$ cat src/rtl/process_pkg.sv
// Shared definitions for the process register-file unit and its command issuer:
// opcode encoding, issuer FSM state encoding and default operand widths.
package process_pkg;

  localparam int PKG_ADDR_W = 5;
  localparam int PKG_DATA_W = 16;

  localparam logic [2:0] OP_NOP_WR   = 3'b000;
  localparam logic [2:0] OP_RD1      = 3'b001;
  localparam logic [2:0] OP_RD12     = 3'b010;
  localparam logic [2:0] OP_WR_RD1   = 3'b011;
  localparam logic [2:0] OP_WR_RD12  = 3'b100;
  localparam logic [2:0] OP_RD1_WR   = 3'b101;
  localparam logic [2:0] OP_RD1_ALT  = 3'b110;
  localparam logic [2:0] OP_WR_RD2   = 3'b111;

  localparam logic [1:0] ST_IDLE    = 2'd0;
  localparam logic [1:0] ST_ISSUE   = 2'd1;
  localparam logic [1:0] ST_WAIT    = 2'd2;
  localparam logic [1:0] ST_CAPTURE = 2'd3;

endpackage

$ cat src/rtl/process_issuer_cmd_fifo.sv
// Synchronous command FIFO: power-of-two depth, naturally wrapping pointers,
// count one bit wider than the pointers so full and empty are distinct.
module cmd_fifo #(
  parameter int DEPTH = 8,
  parameter int WIDTH = 34
) (
  input  logic             clk,
  input  logic             rst,
  input  logic             push_i,
  input  logic             pop_i,
  input  logic [WIDTH-1:0] wdata_i,
  output logic [WIDTH-1:0] rdata_o,
  output logic             full_o,
  output logic             empty_o
);

  localparam int PTR_W = $clog2(DEPTH);

  logic [WIDTH-1:0] mem_q [DEPTH];
  logic [PTR_W-1:0] wr_ptr_q;
  logic [PTR_W-1:0] rd_ptr_q;
  logic [PTR_W:0]   count_q;
  logic             do_push;
  logic             do_pop;

  assign full_o  = (count_q == (PTR_W + 1)'(DEPTH));
  assign empty_o = (count_q == '0);
  assign do_push = push_i && !full_o;
  assign do_pop  = pop_i && !empty_o;
  assign rdata_o = mem_q[rd_ptr_q];

  always_ff @(posedge clk) begin
    if (rst) begin
      wr_ptr_q <= '0;
      rd_ptr_q <= '0;
      count_q  <= '0;
    end else begin
      if (do_push) wr_ptr_q <= wr_ptr_q + 1'b1;
      if (do_pop)  rd_ptr_q <= rd_ptr_q + 1'b1;
      case ({do_push, do_pop})
        2'b10:   count_q <= count_q + 1'b1;
        2'b01:   count_q <= count_q - 1'b1;
        default: ;
      endcase
    end
  end

  // Storage carries no reset; only pointers and count define occupancy.
  always_ff @(posedge clk) begin
    if (do_push) mem_q[wr_ptr_q] <= wdata_i;
  end

endmodule

$ cat src/rtl/process_issuer.sv
// Command issuer for the process unit: FIFO-buffered commands, held operands, done-edge capture.
// Optional WAIT watchdog compiled in with PROCESS_ISSUER_WATCHDOG_EN.
module process_issuer
  import process_pkg::*;
#(
  parameter int DEPTH   = 8,
  parameter int ADDR_W  = PKG_ADDR_W,
  parameter int DATA_W  = PKG_DATA_W,
  parameter int TIMEOUT = 255
) (
  input  logic                     clk,
  input  logic                     rst,
  input  logic                     cmd_valid,
  output logic                     cmd_ready,
  input  logic [2:0]               cmd_op,
  input  logic [ADDR_W-1:0]        cmd_adr1,
  input  logic [ADDR_W-1:0]        cmd_adr2,
  input  logic [ADDR_W-1:0]        cmd_wadr,
  input  logic signed [DATA_W-1:0] cmd_data,
  output logic [2:0]               instruction,
  output logic [ADDR_W-1:0]        input_adr1,
  output logic [ADDR_W-1:0]        input_adr2,
  output logic [ADDR_W-1:0]        write_adr,
  output logic signed [DATA_W-1:0] data,
  input  logic                     done,
  input  logic signed [DATA_W-1:0] read1,
  input  logic signed [DATA_W-1:0] read2,
  output logic                     res_valid,
  output logic [2:0]               res_op,
  output logic signed [DATA_W-1:0] res_val1,
  output logic signed [DATA_W-1:0] res_val2,
  output logic                     busy,
  output logic                     err_timeout
);

  localparam int CMD_W = 3 + 3 * ADDR_W + DATA_W;

  if (DEPTH < 2 || (DEPTH & (DEPTH - 1)) != 0 || TIMEOUT < 1) begin : g_param_check
    $error("process_issuer: DEPTH must be a power of two >= 2 and TIMEOUT >= 1");
  end

  typedef struct packed {
    logic [2:0]        op;
    logic [ADDR_W-1:0] adr1;
    logic [ADDR_W-1:0] adr2;
    logic [ADDR_W-1:0] wadr;
    logic [DATA_W-1:0] data;
  } cmd_t;

  logic [CMD_W-1:0]         fifo_wdata;
  logic [CMD_W-1:0]         fifo_rdata;
  logic                     fifo_full;
  logic                     fifo_empty;
  cmd_t                     head;
  logic [1:0]               state_q, state_d;
  logic                     pop;
  logic                     capture;
  logic                     done_q;
  logic                     done_edge;
  logic                     res_valid_q;
  logic [2:0]               instr_q, res_op_q;
  logic [ADDR_W-1:0]        adr1_q, adr2_q, wadr_q;
  logic signed [DATA_W-1:0] data_q, res_val1_q, res_val2_q;
`ifdef PROCESS_ISSUER_WATCHDOG_EN
  localparam int WD_W = $clog2(TIMEOUT + 1);
  logic [WD_W-1:0]          wd_cnt_q;
  logic                     wd_expired;
  logic                     err_q;
`endif

  assign fifo_wdata = {cmd_op, cmd_adr1, cmd_adr2, cmd_wadr, cmd_data};
  assign head       = fifo_rdata;

  cmd_fifo #(
    .DEPTH (DEPTH),
    .WIDTH (CMD_W)
  ) u_cmd_fifo (
    .clk     (clk),
    .rst     (rst),
    .push_i  (cmd_valid),
    .pop_i   (pop),
    .wdata_i (fifo_wdata),
    .rdata_o (fifo_rdata),
    .full_o  (fifo_full),
    .empty_o (fifo_empty)
  );

  // A done already high on WAIT entry is not a completion: only a fresh rise counts.
  assign done_edge = done && !done_q;

  always_comb begin
    state_d = state_q;
    pop     = 1'b0;
    capture = 1'b0;
`ifdef PROCESS_ISSUER_WATCHDOG_EN
    wd_expired = 1'b0;
`endif
    case (state_q)
      ST_IDLE: begin
        if (!fifo_empty) begin
          pop     = 1'b1;
          state_d = ST_ISSUE;
        end
      end
      ST_ISSUE: state_d = ST_WAIT;
      ST_WAIT: begin
        if (done_edge) begin
          capture = 1'b1;
          state_d = ST_CAPTURE;
        end
`ifdef PROCESS_ISSUER_WATCHDOG_EN
        else if (wd_cnt_q == WD_W'(TIMEOUT - 1)) begin
          wd_expired = 1'b1;
          state_d    = ST_IDLE;
        end
`endif
      end
      ST_CAPTURE: state_d = ST_IDLE;
      default:    state_d = ST_IDLE;
    endcase
  end

  always_ff @(posedge clk) begin
    if (rst) begin
      state_q     <= ST_IDLE;
      done_q      <= 1'b0;
      res_valid_q <= 1'b0;
      instr_q     <= OP_NOP_WR;
      adr1_q      <= '0;
      adr2_q      <= '0;
      wadr_q      <= '0;
      data_q      <= '0;
      res_op_q    <= '0;
      res_val1_q  <= '0;
      res_val2_q  <= '0;
    end else begin
      state_q     <= state_d;
      done_q      <= done;
      res_valid_q <= (state_q == ST_CAPTURE);
      if (pop) begin
        instr_q <= head.op;
        adr1_q  <= head.adr1;
        adr2_q  <= head.adr2;
        wadr_q  <= head.wadr;
        data_q  <= head.data;
      end
      if (capture) begin
        res_op_q   <= instr_q;
        res_val1_q <= read1;
        res_val2_q <= read2;
      end
    end
  end

`ifdef PROCESS_ISSUER_WATCHDOG_EN
  always_ff @(posedge clk) begin
    if (rst) begin
      wd_cnt_q <= '0;
      err_q    <= 1'b0;
    end else begin
      if (state_q == ST_ISSUE)     wd_cnt_q <= '0;
      else if (state_q == ST_WAIT) wd_cnt_q <= wd_cnt_q + 1'b1;
      if (wd_expired) err_q <= 1'b1;
    end
  end
  assign err_timeout = err_q;
`else
  assign err_timeout = 1'b0;
`endif

  assign cmd_ready   = !fifo_full;
  assign busy        = (state_q != ST_IDLE) || !fifo_empty;
  assign instruction = instr_q;
  assign input_adr1  = adr1_q;
  assign input_adr2  = adr2_q;
  assign write_adr   = wadr_q;
  assign data        = data_q;
  assign res_valid   = res_valid_q;
  assign res_op      = res_op_q;
  assign res_val1    = res_val1_q;
  assign res_val2    = res_val2_q;

endmodule

$ cat config.mk
export PLATFORM = sky130hd
export DESIGN_NAME = process_issuer
export DESIGN_NICKNAME = d
export VERILOG_FILES = /design/src/rtl/process_pkg.sv /design/src/rtl/process_issuer_cmd_fifo.sv /design/src/rtl/process_issuer.sv
export SDC_FILE = /design/constraint.sdc
export NUM_CORES = 1
export LEC_CHECK = 0
export ABC_AREA = 1
export BUFFER_PORTS_ARGS = -buffer_cell sky130_fd_sc_hd__buf_4
export CAP_MARGIN = 20
export CORE_ASPECT_RATIO = 0.8
export CORE_MARGIN = 2
export CORE_UTILIZATION = 55
export CTS_CLUSTER_DIAMETER = 60
export DETAILED_ROUTE_END_ITERATION = 8
export PLACE_DENSITY = 0.87
export SYNTH_ARGS = -nofsm -noshare
export SYNTH_HDL_FRONTEND = slang
export SYNTH_HIERARCHICAL = 1
export SYNTH_SLANG_ARGS = --single-unit
$ cat constraint.sdc
create_clock -name clk -period 4.98 [get_ports clk]
set_clock_uncertainty 0.1 [all_clocks]
set_input_delay 0.498 -clock clk [delete_from_list [all_inputs] [get_ports clk]]
set_output_delay 0.498 -clock clk [all_outputs]
set_load 0.02 [all_outputs]
## After elaboration in Yosys (flattened, before gate mapping)

Memories as Yosys holds them, arrays and structs flattened. A register that Yosys moved wholly into a read port is not among the register bits.
Cells that the tools add are included.
W data, S select, Z words.

- Register bits: 49
- Bits in writable memories: 272
- Input port bits: 70
- Output and inout port bits: 73
- Logic and storage cells: 44
- Memories: 1

Memories:

| memory | words | bits a word | rd ports | clocked after memory_dff | write ports | line | source |
|---|---|---|---|---|---|---|---|
| u_cmd_fifo.mem_q | 8 | 34 | 1 | 1 | 1 | process_issuer_cmd_fifo.sv:19 | `logic [WIDTH-1:0] mem_q [DEPTH];` |

- Add/sub/neg operators: 4
- Equal/unequal tests: 8
- Mux-type cells: 10
- Reductions and logical operators: 12

Operators with widths:

| kind | count |
|---|---|
| $pmux W2 S4 | 1 |
| $pmux W4 S2 | 1 |
| $add A3 B1 Y3 const B | 2 |
| $eq A2 B2 Y1 const B | 3 |
| $mux W1 | 6 |
| $add A4 B1 Y4 const B | 1 |
| $eq A2 B1 Y1 const B | 2 |
| $eq A4 B4 Y1 const B | 1 |
| $logic_not A4 Y1 | 1 |
| $mux W2 | 2 |
| $ne A2 B2 Y1 const B | 2 |
| $reduce_bool A2 Y1 | 2 |
| $sub A4 B1 Y4 const B | 1 |
| $logic_and A1 B1 Y1 | 3 |
| $logic_not A1 Y1 | 3 |
| $logic_not A2 Y1 | 1 |
| $reduce_and A2 Y1 | 1 |
| $logic_or A1 B1 Y1 | 1 |

## Longest topological paths before layout

- Depth in word-level cells: 6
- Mapped depth: 17

## By module

Netlist, hierarchy kept.

Modules (own cells, without submodules):

| module | instances | cells each | area an instance (sq um) | sequential area each (sq um) |
|---|---|---|---|---|
| cmd_fifo | 1 | 861 | 11285.8 | 8428.1 |
| process_issuer | 1 | 339 | 2781.4 | 1461.4 |

## Worst setup path before layout

Ideal clock, no wire load.

- Kind: register to register
- From: register u_cmd_fifo.count_q[1]
- To: memory u_cmd_fifo.mem_q[1][0] (enable)
- Library setup time: 0.425 ns
- Arrival: 2.292 ns
- Slack: 2.163 ns
- Cell stages (with the launch flop): 7
- Path buffers: 0
- Clock period less this slack: 2.817 ns
- Path through: dfxtp_1 nor2_1 nand3_1 nand2_1 nor2_1 inv_1 nor2_1

- Word-level cells in the longest chain between the ends: 5

Ends and longest elaborated chain:

| what | line | source |
|---|---|---|
| start: declaration | process_issuer_cmd_fifo.sv:22 | `logic [PTR_W:0] count_q;` |
| start signal: assignment | process_issuer_cmd_fifo.sv:41 | `2'b10: count_q <= count_q + 1'b1;` |
| start signal: assignment | process_issuer_cmd_fifo.sv:42 | `2'b01: count_q <= count_q - 1'b1;` |
| $eq A4 B4 Y1 | process_issuer_cmd_fifo.sv:26 | `assign full_o = (count_q == (PTR_W + 1)'(DEPTH));` |
| $logic_not A1 Y1 | process_issuer_cmd_fifo.sv:28 | `assign do_push = push_i && !full_o;` |
| $logic_and A1 B1 Y1 | process_issuer_cmd_fifo.sv:28 |  |
| $mux W1 | process_issuer_cmd_fifo.sv:50 | `if (do_push) mem_q[wr_ptr_q] <= wdata_i;` |
| $mux W1 (not written as such) | process_issuer_cmd_fifo.sv:50 |  |
| end: declaration | process_issuer_cmd_fifo.sv:19 |  |

No other way between the ends.

==> impl_metrics.env <==
export IMPL_fin_tns_setup_ns=0
export IMPL_start_util=0.557
export IMPL_ys_seq_elements=358
export IMPL_place_congestion=0.752
export IMPL_ctsResizeCount=0
export IMPL_die_w_um=183
export IMPL_synth_area_leader_cell="edfxtp_1"
export IMPL_maxCapViolations=0
export IMPL_wl_per_cell_um=19.3
export IMPL_grt_use_total=0.236
export IMPL_pwr_share_clk=0.305
export IMPL_synth_simple_area_share=0.125
export IMPL_hold_buffers=0
export IMPL_grt_pass1_vias=9210
export IMPL_synth_edf_count=272
export IMPL_avgSynthCellArea_sq_um=11.7
export IMPL_crit_path_top_delay_cell="dfxtp_4"
export IMPL_hp_start="cmd_data[2]"
export IMPL_routed_via_density=5.79
export IMPL_timing_critical_path_cells="inv_2 > buf_4 > o21ai_0 > o21ai_0 > nand2_1 > nand2_1 > nor2_1 > nor2_1"
export IMPL_crit_type="register to register"
export IMPL_slew_viol_final=0
export IMPL_outcome="completed"
export IMPL_muxShareOfSynthArea=0.0242
export IMPL_max_stage_delay_ns=0.94
export IMPL_final_hold_viol_count=0
export IMPL_grt_pass1_wl_mm=49.2
export IMPL_clk_latency_ns=0.52
export IMPL_cts_sinks=358
export IMPL_synth_compound_area_share=0.0936
export IMPL_grt_overflow=0
export IMPL_vias=9644
export IMPL_swShare=0.324
export IMPL_synth_area_sq_um=14100
export IMPL_ys_flop_type="edfxtp_1"
export IMPL_p_switching_uw=2730
export IMPL_final_nets=1395
export IMPL_ys_seq_area_frac=0.703
export IMPL_ant_nets=0
export IMPL_tritoncts="done"
export IMPL_die_h_um=147
export IMPL_syn_num_nets=1279
export IMPL_coreArea_sq_um=25200
export IMPL_synth_xor_area_frac=0.00187
export IMPL_synthTopCellsByArea="edfxtp_1, dfxtp_1, nor2_1, o21ai_0, nand2_1"
export IMPL_synthAdderAreaFrac=0.00800
export IMPL_synth_common_cells="edfxtp_1, nor2_1, nand2_1"
export IMPL_synthArstFlopShare=0
export IMPL_drt_iter0_drc=1113
export IMPL_first_pass_iters=7
export IMPL_power_internal_uw=5680
export IMPL_post_synth_top_count_cell="edfxtp_1"
export IMPL_h_tree_depth=2
export IMPL_crit_required_ns=5.28
export IMPL_sequentialPowerShare=0.445
export IMPL_end_kind="register"
export IMPL_min_period_ns=3.05
export IMPL_clockBufferDepth=3
export IMPL_fmax_mhz=328
export IMPL_yosys_warnings=6
export IMPL_synth_top_cell_area_share=0.581
export IMPL_rows=52
export IMPL_synthDistinctLibCells=31
export IMPL_finalWirelength_mm=32.1
export IMPL_clkTransAtPathRegs_ns=0.06
export IMPL_fin_crit_sh=0.613
export IMPL_cp_max_fo=78
export IMPL_drc=0
export IMPL_grt_max_degree=79
export IMPL_startpoint_type="register"
export IMPL_layout_drive_gt1_share=0.169
export IMPL_p_comb_frac=0.249
export IMPL_cts_root_buf="clkbuf_16"
export IMPL_utilization=0.649
export IMPL_slew_headroom=0.356
export IMPL_synthCells=1200
export IMPL_p_leak_uw=0.00597
export IMPL_synth_top_family_by_area="simple AND/OR/NAND/NOR gates"
export IMPL_irDropWorstVdd_mv=0.344
export IMPL_die_area_sq_um=26900
export IMPL_cts_buffers=34
export IMPL_holdWs_ns=0.108
export IMPL_setup_viol=0
export IMPL_use_met2=0.399
export IMPL_pin_count=143
export IMPL_antenna_found_initial=0
export IMPL_grt_use_met3=0.0377
export IMPL_post_cts_setup_buffers=0
export IMPL_cp_arrival_ns=3.35
export IMPL_power_density_nw_per_um2=513
export IMPL_min_delay_path_class="input pin to register"
export IMPL_top_usage_layer="met2"
export IMPL_portBuffers=141
export IMPL_area_growth_syn_to_layout_pct=16.4
export IMPL_dp_hpwl_mm=17.7
export IMPL_gr_usage_met1=0.312
export IMPL_tightest_slew_ns=0.967
export IMPL_antenna_cells=0
export IMPL_rsz0062_at_grt="false"
layer usage:
metal	share of wire	vias to the layer above
met4	0.029	0
li1	-	4466
met1	0.40	4614
met2	0.49	487
met3	0.080	77
met5	0	-
area by class of cell:
type,count,area [sq um]
sequential,358,9900
fill,1778,8860
multi-input combinational,735,3610
timing repair buffer,157,1240
clock buffer,44,972
tap,324,405
clock inverter,18,146
inverter,30,113
stage by stage:
step / power [uW] / area [sq um] / setup slack (ns) / std cells
floorplan: 5300 / 14100 / 2.16 / 1200
global placement: 5750 / 15200 / 2.15 / 1600
detailed placement: 5850 / 15200 / 2.01 / 1603
CTS: 8420 / 16400 / 1.99 / 1665
global route: 8780 / 16400 / 1.71 / 1666
finish: 8410 / 16400 / 1.93 / 1666
path summary, 6_finish.rpt:
check	endpoint	slack, ns	cells past startpoint
hold reg to reg	res_val1[11]	0.36	2
hold / removal	u_cmd_fifo/mem_q[4][2]	0.11	1
setup reg to reg	data[10]	1.93	8
setup / recovery	data[10]	1.93	8
registers in the layout, indices dropped and copies added, names as in the netlist, named ones only:
register             cells
u_cmd_fifo/rd_ptr_q      3
write_adr                5
data                    16
res_val2                16
res_op                   3
res_valid                1
state_q                  2
u_cmd_fifo/mem_q       272
done_q                   1
u_cmd_fifo/wr_ptr_q      3
res_val1                16
u_cmd_fifo/count_q       4
input_adr2               5
input_adr1               5
instruction              3
power groups by stage:
stage          logic [uW]  registers (uW)  clock network, uW
3_5_place_dp         2050            3800                  0
4_1_cts              2080            3740               2600
2_1_floorplan        1530            3770                  0
6_report             2100            3740               2570
3_3_place_gp         1960            3780                  0
5_1_grt              2290            3770               2710
cell usage in the layout (no fill, tap or decap), types with 3 or more instances in the layout:
| master | instances |
|---|---|
| clkinv_2 | 9 |
| buf_12 | 3 |
| clkbuf_1 | 5 |
| edfxtp_1 | 272 |
| nand2_1 | 163 |
| nor2_1 | 214 |
| clkinv_1 | 4 |
| clkinvlp_4 | 4 |
| inv_2 | 3 |
| o21ai_0 | 151 |
| nor2_4 | 9 |
| nand4_1 | 35 |
| mux2i_1 | 34 |
| o22ai_1 | 34 |
| o21ai_1 | 23 |
| nand3_1 | 7 |
| a21oi_1 | 45 |
| ha_1 | 9 |
| inv_1 | 26 |
| buf_4 | 153 |
| dfxtp_1 | 84 |
| clkbuf_16 | 37 |
kinds of logic after synthesis:
group | after synthesis
simple gates | 434
flops | 358
compound gates | 254
buf+inv | 107
mux | 34
fa+ha+maj | 9
xor+xnor | 3
other cells | 1
worst max-delay path: cells and delay by family (launching register included):
family / cells / cell delay [ns]
buf+inv: 2 / 1.11
flops: 1 / 0.94
simple gates: 4 / 0.35
compound gates: 2 / 0.33
No activity file was read; power rests on OpenSTA's default activity.
